## config.mk

```make
export PLATFORM = sky130hd
export DESIGN_NAME = axi_ctrl_writer_flat
export DESIGN_NICKNAME = d
export VERILOG_FILES = /design/src/rtl/axi_ctrl_writer_if.sv /design/src/rtl/axi_ctrl_writer.sv /design/src/flat_wrapper.sv
export SDC_FILE = /design/constraint.sdc
export NUM_CORES = 1
export LEC_CHECK = 0
export CAP_MARGIN = 0
export CORE_MARGIN = 2
export CORE_UTILIZATION = 37
export CTS_CLUSTER_SIZE = 16
export DETAILED_ROUTE_END_ITERATION = 8
export GPL_TIMING_DRIVEN = 0
export PLACE_DENSITY = 0.77
export SLEW_MARGIN = 20
export SYNTH_ARGS = -nofsm -noshare
export SYNTH_HDL_FRONTEND = slang
export SYNTH_SLANG_ARGS = --single-unit
```

## constraint.sdc

```tcl
create_clock -name clk -period 1.9 [get_ports clk]
set_clock_uncertainty 0.1 [all_clocks]
set_input_delay 0.19 -clock clk [delete_from_list [all_inputs] [get_ports clk]]
set_output_delay 0.19 -clock clk [all_outputs]
set_load 0.05 [all_outputs]
```

## src/rtl/axi_ctrl_writer_if.sv

```systemverilog
// AXI3 write-channel bundle between the control writer and the interconnect.
// Covers AW, W and B channels for single-beat 32-bit register writes.
interface axi_ctrl_writer_if;
    logic [11:0] awid;
    logic        awvalid;
    logic        awready;
    logic [31:0] awaddr;
    logic [7:0]  awlen;
    logic [2:0]  awsize;
    logic [1:0]  awburst;
    logic [11:0] wid;
    logic        wvalid;
    logic        wready;
    logic [31:0] wdata;
    logic [3:0]  wstrb;
    logic        wlast;
    logic [11:0] bid;
    logic [1:0]  bresp;
    logic        bvalid;
    logic        bready;

    modport master (
        output awid, awvalid, awaddr, awlen, awsize, awburst,
        output wid, wvalid, wdata, wstrb, wlast,
        output bready,
        input  awready, wready, bid, bresp, bvalid
    );

    modport slave (
        input  awid, awvalid, awaddr, awlen, awsize, awburst,
        input  wid, wvalid, wdata, wstrb, wlast,
        input  bready,
        output awready, wready, bid, bresp, bvalid
    );
endinterface

```

## src/rtl/axi_ctrl_writer.sv

```systemverilog
// Single-beat AXI3 write initiator for 32-bit control registers.
// AW and W issued together; B checked by ID with an optional timeout.
module axi_ctrl_writer #(
    parameter logic [11:0] ID_BASE = 12'h000,
    parameter int          TIMEOUT = 1024
) (
    input  logic        clk,
    input  logic        rstn,
    input  logic        cmd_valid,
    output logic        cmd_ready,
    input  logic [31:0] cmd_addr,
    input  logic [31:0] cmd_data,
    output logic        done,
    output logic [1:0]  resp,
    output logic        timeout,
    axi_ctrl_writer_if.master axi
);

    localparam int CW = (TIMEOUT > 0) ? $clog2(TIMEOUT + 1) : 1;
    localparam logic [CW-1:0] CNT_MAX = '1;
    localparam logic [CW-1:0] CNT_LAST = CW'(TIMEOUT - 1);

    typedef enum logic [1:0] {
        IDLE,
        ADDR_DATA,
        RESP
    } state_t;

    state_t        state;
    logic [3:0]    seq;
    logic [CW-1:0] cnt;
    logic          aw_done;
    logic          w_done;
    logic [11:0]   id;
    logic          aw_hs;
    logic          w_hs;
    logic          b_match;
    logic          expire;

    assign id          = {ID_BASE[11:4], seq};
    assign axi.awid    = id;
    assign axi.wid     = id;
    assign axi.awlen   = 8'd0;
    assign axi.awsize  = 3'b010;
    assign axi.awburst = 2'b01;
    assign axi.wstrb   = 4'hF;
    assign axi.wlast   = 1'b1;
    assign cmd_ready   = (state == IDLE);

    assign aw_hs   = axi.awvalid && axi.awready;
    assign w_hs    = axi.wvalid && axi.wready;
    assign b_match = axi.bvalid && (axi.bid == id);
    assign expire  = (TIMEOUT != 0) && (cnt == CNT_LAST);

    // Transaction FSM: command latch, AW/W handshakes, B wait with timeout.
    always_ff @(posedge clk or negedge rstn) begin
        if (!rstn) begin
            state       <= IDLE;
            seq         <= 4'd0;
            cnt         <= '0;
            aw_done     <= 1'b0;
            w_done      <= 1'b0;
            axi.awvalid <= 1'b0;
            axi.wvalid  <= 1'b0;
            axi.bready  <= 1'b0;
            axi.awaddr  <= 32'd0;
            axi.wdata   <= 32'd0;
            done        <= 1'b0;
            resp        <= 2'b00;
            timeout     <= 1'b0;
        end else begin
            done <= 1'b0;
            unique case (state)
                IDLE: begin
                    if (cmd_valid) begin
                        axi.awaddr  <= cmd_addr;
                        axi.wdata   <= cmd_data;
                        axi.awvalid <= 1'b1;
                        axi.wvalid  <= 1'b1;
                        aw_done     <= 1'b0;
                        w_done      <= 1'b0;
                        state       <= ADDR_DATA;
                    end
                end
                ADDR_DATA: begin
                    if (aw_hs) begin
                        axi.awvalid <= 1'b0;
                        aw_done     <= 1'b1;
                    end
                    if (w_hs) begin
                        axi.wvalid <= 1'b0;
                        w_done     <= 1'b1;
                    end
                    if ((aw_done || aw_hs) && (w_done || w_hs)) begin
                        state      <= RESP;
                        axi.bready <= 1'b1;
                        cnt        <= '0;
                    end
                end
                RESP: begin
                    if ((TIMEOUT != 0) && (cnt != CNT_MAX)) begin
                        cnt <= cnt + CW'(1);
                    end
                    // A matching response wins over a same-cycle expiry.
                    if (b_match || expire) begin
                        resp       <= b_match ? axi.bresp : 2'b10;
                        timeout    <= !b_match;
                        done       <= 1'b1;
                        seq        <= seq + 4'd1;
                        axi.bready <= 1'b0;
                        state      <= IDLE;
                    end
                end
                default: begin
                    state <= IDLE;
                end
            endcase
        end
    end

endmodule

```

## src/flat_wrapper.sv

```systemverilog
// flat-port wrapper written by rule: the top's interface ports become plain ports
module axi_ctrl_writer_flat 
#(
    parameter logic [11:0] ID_BASE = 12'h000,
    parameter int          TIMEOUT = 1024
)
  (clk, rstn, cmd_valid, cmd_ready, cmd_addr, cmd_data, done, resp, timeout, axi_awid, axi_awvalid, axi_awaddr, axi_awlen, axi_awsize, axi_awburst, axi_wid, axi_wvalid, axi_wdata, axi_wstrb, axi_wlast, axi_bready, axi_awready, axi_wready, axi_bid, axi_bresp, axi_bvalid);
  axi_ctrl_writer_if axi_i ();
  input  logic clk;
  input  logic rstn;
  input  logic cmd_valid;
  output logic cmd_ready;
  input  logic [31:0] cmd_addr;
  input  logic [31:0] cmd_data;
  output logic done;
  output logic [1:0] resp;
  output logic timeout;
  output wire logic [$bits(axi_i.awid)-1:0] axi_awid;
  output wire logic [$bits(axi_i.awvalid)-1:0] axi_awvalid;
  output wire logic [$bits(axi_i.awaddr)-1:0] axi_awaddr;
  output wire logic [$bits(axi_i.awlen)-1:0] axi_awlen;
  output wire logic [$bits(axi_i.awsize)-1:0] axi_awsize;
  output wire logic [$bits(axi_i.awburst)-1:0] axi_awburst;
  output wire logic [$bits(axi_i.wid)-1:0] axi_wid;
  output wire logic [$bits(axi_i.wvalid)-1:0] axi_wvalid;
  output wire logic [$bits(axi_i.wdata)-1:0] axi_wdata;
  output wire logic [$bits(axi_i.wstrb)-1:0] axi_wstrb;
  output wire logic [$bits(axi_i.wlast)-1:0] axi_wlast;
  output wire logic [$bits(axi_i.bready)-1:0] axi_bready;
  input wire logic [$bits(axi_i.awready)-1:0] axi_awready;
  input wire logic [$bits(axi_i.wready)-1:0] axi_wready;
  input wire logic [$bits(axi_i.bid)-1:0] axi_bid;
  input wire logic [$bits(axi_i.bresp)-1:0] axi_bresp;
  input wire logic [$bits(axi_i.bvalid)-1:0] axi_bvalid;
  assign axi_awid = axi_i.awid;
  assign axi_awvalid = axi_i.awvalid;
  assign axi_awaddr = axi_i.awaddr;
  assign axi_awlen = axi_i.awlen;
  assign axi_awsize = axi_i.awsize;
  assign axi_awburst = axi_i.awburst;
  assign axi_wid = axi_i.wid;
  assign axi_wvalid = axi_i.wvalid;
  assign axi_wdata = axi_i.wdata;
  assign axi_wstrb = axi_i.wstrb;
  assign axi_wlast = axi_i.wlast;
  assign axi_bready = axi_i.bready;
  assign axi_i.awready = axi_awready;
  assign axi_i.wready = axi_wready;
  assign axi_i.bid = axi_bid;
  assign axi_i.bresp = axi_bresp;
  assign axi_i.bvalid = axi_bvalid;
  axi_ctrl_writer #(.ID_BASE(ID_BASE), .TIMEOUT(TIMEOUT)) u_core (.clk(clk), .rstn(rstn), .cmd_valid(cmd_valid), .cmd_ready(cmd_ready), .cmd_addr(cmd_addr), .cmd_data(cmd_data), .done(done), .resp(resp), .timeout(timeout), .axi(axi_i));
endmodule
```

Word-level counts from Yosys, hierarchy flattened --
Index checks and enable logic that the tools add are counted.
Storage, ports and cells: output and inout port bits 114, register bits 90
Operators by class: reductions and logical operators 18, add/sub/neg operators 2, equality and inequality tests 11, muxes and demuxes 23
Operator list (number):
- 11-bit two-way mux | 2
- 11-bit case mux with 2 select lines | 1
- 3-bit AND reduction | 5
- 12-bit by 4-bit equality test with 1-bit output | 1
- 11-bit by 1-bit adder with 11-bit output (second input constant) | 1
- 11-bit by 10-bit equality test with 1-bit output (second input constant) | 1
- 11-bit != test (second input constant) | 1
- 1-bit two-way mux | 10
- 2-bit by 1-bit != test with 1-bit output (second input constant) | 5
- 1-bit case mux with 2 select lines | 5
- 2-bit two-way mux | 4
- 2-bit case mux with 3 select lines | 1
- 4-bit by 1-bit adder with 4-bit output (second input constant) | 1
- 1-bit logical AND | 4
- 2-bit AND reduction | 2
- 2-bit nonzero test | 2
- 1-bit logical OR | 3
- 2-bit by 1-bit equality test with 1-bit output (second input constant) | 1
- 2-bit equality test (second input constant) | 1
- 2-bit logical NOT | 1
- 2-bit != test (second input constant) | 1
- 1-bit logical NOT | 1

Longest topological paths before layout --
depth after elaboration 5, mapped depth 9

Least setup slack after synthesis --
Ideal clock, no wire load.
path type reg-to-reg, start reg u_core.state[0], end reg u_core.axi.awaddr[0], data required time 1.675 ns, stages on the path, launching flop included 7, data arrival time 1.884 ns, slack -0.209 ns, buffers on the path 2, clock period less this slack 2.109 ns, cell sequence dfrtp_1 > inv_1 > ha_1 > nand2_1 > clkbuf_1 > buf_2 > mux2_2
On the way: word-level cells in the longest chain between the ends 2
Ends and longest elaborated chain:
- start: declaration | line axi_ctrl_writer.sv:29 | state_t state;
- start signal: assignment | line axi_ctrl_writer.sv:58 | state <= IDLE;
- start signal: assignment | line axi_ctrl_writer.sv:82 | state <= ADDR_DATA;
- start signal: assignment | line axi_ctrl_writer.sv:95 | state <= RESP;
- 2-bit logical NOT
- net cmd_ready | line flat_wrapper.sv:12 | output logic cmd_ready;
- 2-bit AND reduction (no source line)
- end signal: assignment | line axi_ctrl_writer.sv:76 | axi.awaddr <= cmd_addr;
- end: declaration | line axi_ctrl_writer_if.sv:23 | output awid, awvalid, awaddr, awlen, awsize, awburst,
The timed path passes the listed nets, and every way through them passes these cells. A chain may end at the register's enable or synchronous reset.

Worst setup path in the final report --
start reg u_core.state[1], end reg u_core.cnt[5]
On the way: word-level cells in the longest chain between the ends 3, elaborated cells between the ends (all ways) 7, classes of those cells eq/ne: 4; mux: 1; reduce/logical: 2
Ends and longest elaborated chain:
- 2-bit equality test / 2-bit by 1-bit equality test with 1-bit output (equally long branches) | line axi_ctrl_writer.sv:73 | unique case (state)
- 2-bit by 1-bit != test with 1-bit output (no source line) / 2-bit nonzero test (equally long branches)
- 3-bit AND reduction (no source line)
- end signal: assignment | line axi_ctrl_writer.sv:102 | cnt <= cnt + CW'(1);
- end: declaration | line axi_ctrl_writer.sv:31 | logic [CW-1:0] cnt;
Several ways; a longest one is shown, not always the timed one.

==> reports/metrics.cfg <==
[global_route]
antenna_found_initial = 0
grt_max_degree = 48
grt_pass1_wl_um = 15700
grt_pass1_vias = 3339
grt_use_total_pct = 16.6
gr-total-overflow = 0

[placement]
placedCellCount = 669
gp_congestion = 0.890
hpwl_um = 7710
port-buffer-count = 163

[pwr]
pwr_density_cell_nw_per_um2 = 1730
leakagePower_nw = 2.96
ir_drop_v = 0.00111

[floorplanning]
rows = 38
die_height_um = 110
start_util_pct = 38.1
dieWidth_um = 110
coreArea_sq_um = 10900
ios = 198
dieArea_sq_um = 12100

[sta]
drv_slew = 0
worst_slack_ns = -0.128
grt_setup_unrepaired = true
max_freq_mhz = 493
fin_crit_ns = 2.03
hold_viol_final = 0
min_period_over_period_pct = 107
maxSlewHeadroom_pct = 63.3
setup_viol = 4
worstMarginPinSlew_ns = 0.548

[yosys]
synthesis.area_sq_um = 4170
synthCells = 333
yosys_warnings = 0
seq_area_frac_synth_pct = 54.1
ys_async_sr_fraction_pct = 100
synth-edff-count = 0
synth.distinct_cells = 48
avgSynthCellArea_sq_um = 12.5
yosys_most_used_dff = dfrtp_1
yosys_register_bits = 90

[detailed_routing]
routed_wl_um = 10500
avgRoutedWirePerCell_um = 14.9
drtAntennaViolNets = 0
drt_iter0_drc = 100
drtPass1Iterations = 4
drc_errors = 0
num_vias = 3325
vias_per_cell = 4.75

[finish]
insertedDiodeCount = 0
fill_cells = 881
drive_gt1_share_pct = 31.6
multiInputGateArea_sq_um = 1780
fin_nets = 644
area_growth_pct = 60.1
layout.cells.non_filler = 700
fin_util_pct = 61.0
regArea_sq_um = 2260

[clock_tree]
cts.sinks = 90
cts_tree = yes
root_buffer = clkbuf_16
clk_path_buf_depth = 2
insertion_delay_ns = 0.33
cts_buffers = 9
cts_htree_levels = 3
path_clk_slew_ns = 0.07

[worst_setup_path]
end_kind = register
reg2regPathDepth = 8
crit_arrival_ns = 2.20
crit_buf_inv = 3
timing.rr.end = u_core.cnt[5]
crit_type = reg -> reg
crit_path_max_fanout = 5
worst-path-stages = 8
r2r-start = u_core.state[1]
r2r_slack_ns = -0.13
cp_top_family = compound AO/OA/AOI/OAI gates
startpoint_type = register
max_stage_delay_ns = 0.37
cp_data_required_time_ns = 2.07
cp-endpoint = u_core.cnt[5]
crit_path_top_delay_cell = dfrtp_1
startpoint = u_core.state[1]
crit_chain = inv_2 -> ha_4 -> nor2b_4 -> a221o_1 -> buf_6 -> buf_4 -> nor4_1 -> a311o_1

[flow_run]
maxCapViolations = 0

[run_status]
violations = negative setup slack
status = finished with violations

[worst_hold_path]
hold_path.class = in -> async

==> state kept, by name, indices dropped and copies added, names as in the netlist <==
register / cells
u_core.axi.awaddr: 32
u_core.aw_done: 1
u_core.resp: 2
u_core.timeout: 1
u_core.cnt: 11
u_core.done: 1
u_core.axi.wvalid: 1
u_core.w_done: 1
u_core.axi.wdata: 32
u_core.axi.awvalid: 1
u_core.state: 2
u_core.axi.bready: 1
u_core.seq: 4
==> per-layer routing <==
layer,global-route usage [%],vias to the layer above,wire (um),share of wire (%)
met5,0,-,0,0
met4,5.89,0,196,1.9
met3,6.53,22,1120,11
met2,28.3,161,5300,51
met1,18.9,1590,3850,37
li1,-,1552,-,-
==> per-stage QoR <==
| stage | TNS (ns) | setup WS, ns | hold slack, ns | total power [W] | instance area (sq um) |
|---|---|---|---|---|---|
| floorplan | 0 | 0.0171 | -0.206 | 0.00749 | 4330 |
| CTS | -0.105 | -0.105 | 0.268 | 0.0114 | 6530 |
| detailed placement | -7.25 | -0.338 | 0.0406 | 0.00963 | 6160 |
| global placement | -255.92 | -3.11 | 0.388 | 0.00949 | 6130 |
| finish | -0.310 | -0.128 | 0.242 | 0.0116 | 6670 |
| global route | -0.910 | -0.193 | 0.283 | 0.0121 | 6670 |
==> kinds of logic (layout without fill, tap and decap cells) <==
| kind of cell | after synthesis | in the layout | synth area share, % |
|---|---|---|---|
| flip-flops | 90 | 90 | 54.1 |
| AND/OR/NAND/NOR | 64 | 64 | 8.47 |
| buffers and inverters | 57 | 252 | 8.83 |
| adder cells (fa/ha/maj) | 5 | 5 | 1.50 |
| AO/OA/AOI/OAI | 40 | 40 | 7.06 |
| multiplexers | 68 | 68 | 18.4 |
| XOR/XNOR | 7 | 7 | 1.47 |
| other | 2 | 34 | 0.180 |
==> worst reg2reg max path: cells and delay by family, from the launching register on <==
family,cells,cell delay (ns)
compound gates,2,0.51
fa+ha+maj,1,0.18
buf+inv,3,0.37
flops,1,0.37
simple gates,2,0.43
==> worst min path at each step <==
stage	depth (start not counted)	to	slack, ns
global route	2	u_core.cnt[1]	0.28
detailed placement	1	u_core.axi.bready	0.04
CTS	2	u_core.axi.awaddr[20]	0.27
finish	2	u_core.axi.bready	0.24
global placement	1	u_core.axi.wdata[16]	0.39
floorplan	0	u_core.aw_done	-0.21
==> Yosys cell counts, types with 2 or more instances <==
cell,number,share of area [%]
o22a_1,2,0.42
xnor2_1,7,1.5
mux2_2,65,18
dfrtp_1,90,54
nand4_1,6,0.90
o211ai_1,3,0.54
nor2_1,10,0.90
ha_1,5,1.5
inv_1,6,0.54
nor3_1,3,0.36
and2_1,4,0.60
nand3_1,10,1.2
buf_4,39,7.0
a311o_1,2,0.48
a22o_1,3,0.63
and3_1,2,0.30
conb_1,2,0.18
a31oi_1,2,0.30
o21a_1,2,0.36
a21oi_1,12,1.4
o21ai_0,2,0.24
clkbuf_1,5,0.45
nor2b_1,2,0.30
nand2_2,2,0.30
o21ai_1,3,0.36
nand2_1,14,1.3
buf_2,6,0.72
nor4_1,4,0.60
==> placed cells by master, fill, tap and decap left out, types with 3 or more instances in the layout <==
cell type	n
inv_1	4
nand4_1	6
clkbuf_1	3
clkbuf_16	9
dfrtp_2	7
xnor2_1	7
dlygate4sd2_1	4
nand2_1	14
dlymetal6s2s_1	5
a21oi_1	12
nand3_1	9
nor2_1	7
o21ai_1	3
nor4_1	4
dfrtp_1	83
a22o_1	3
clkdlybuf4s50_1	152
conb_1	34
buf_4	57
o211ai_1	3
ha_4	3
inv_6	3
inv_2	3
mux2_2	65
==> area by class of cell <==
class                      instances  share of cell area [%]
buffer                            50                    5.57
clock buffer                      10                    3.43
clock inverter                     6                   0.731
inverter                           7                   0.394
multi-input combinational        218                    26.6
sequential                        90                    33.9
tap                              140                    2.63
timing repair buffer             179                    26.7
==> report_power, final <==
part / internal [W] / switching (W)
combinational: 0.00266 / 0.00412
clock: 0.000904 / 0.000765
sequential: 0.00269 / 0.000415
==> timing repair <==
action	CTS	global route
gates resized for setup	16	30
hold endpoints to repair	43	0
setup endpoints to repair	56	55
hold buffers	1	0
pin swaps	3	8
setup buffers	7	7
No activity file was read; power rests on OpenSTA's default activity.
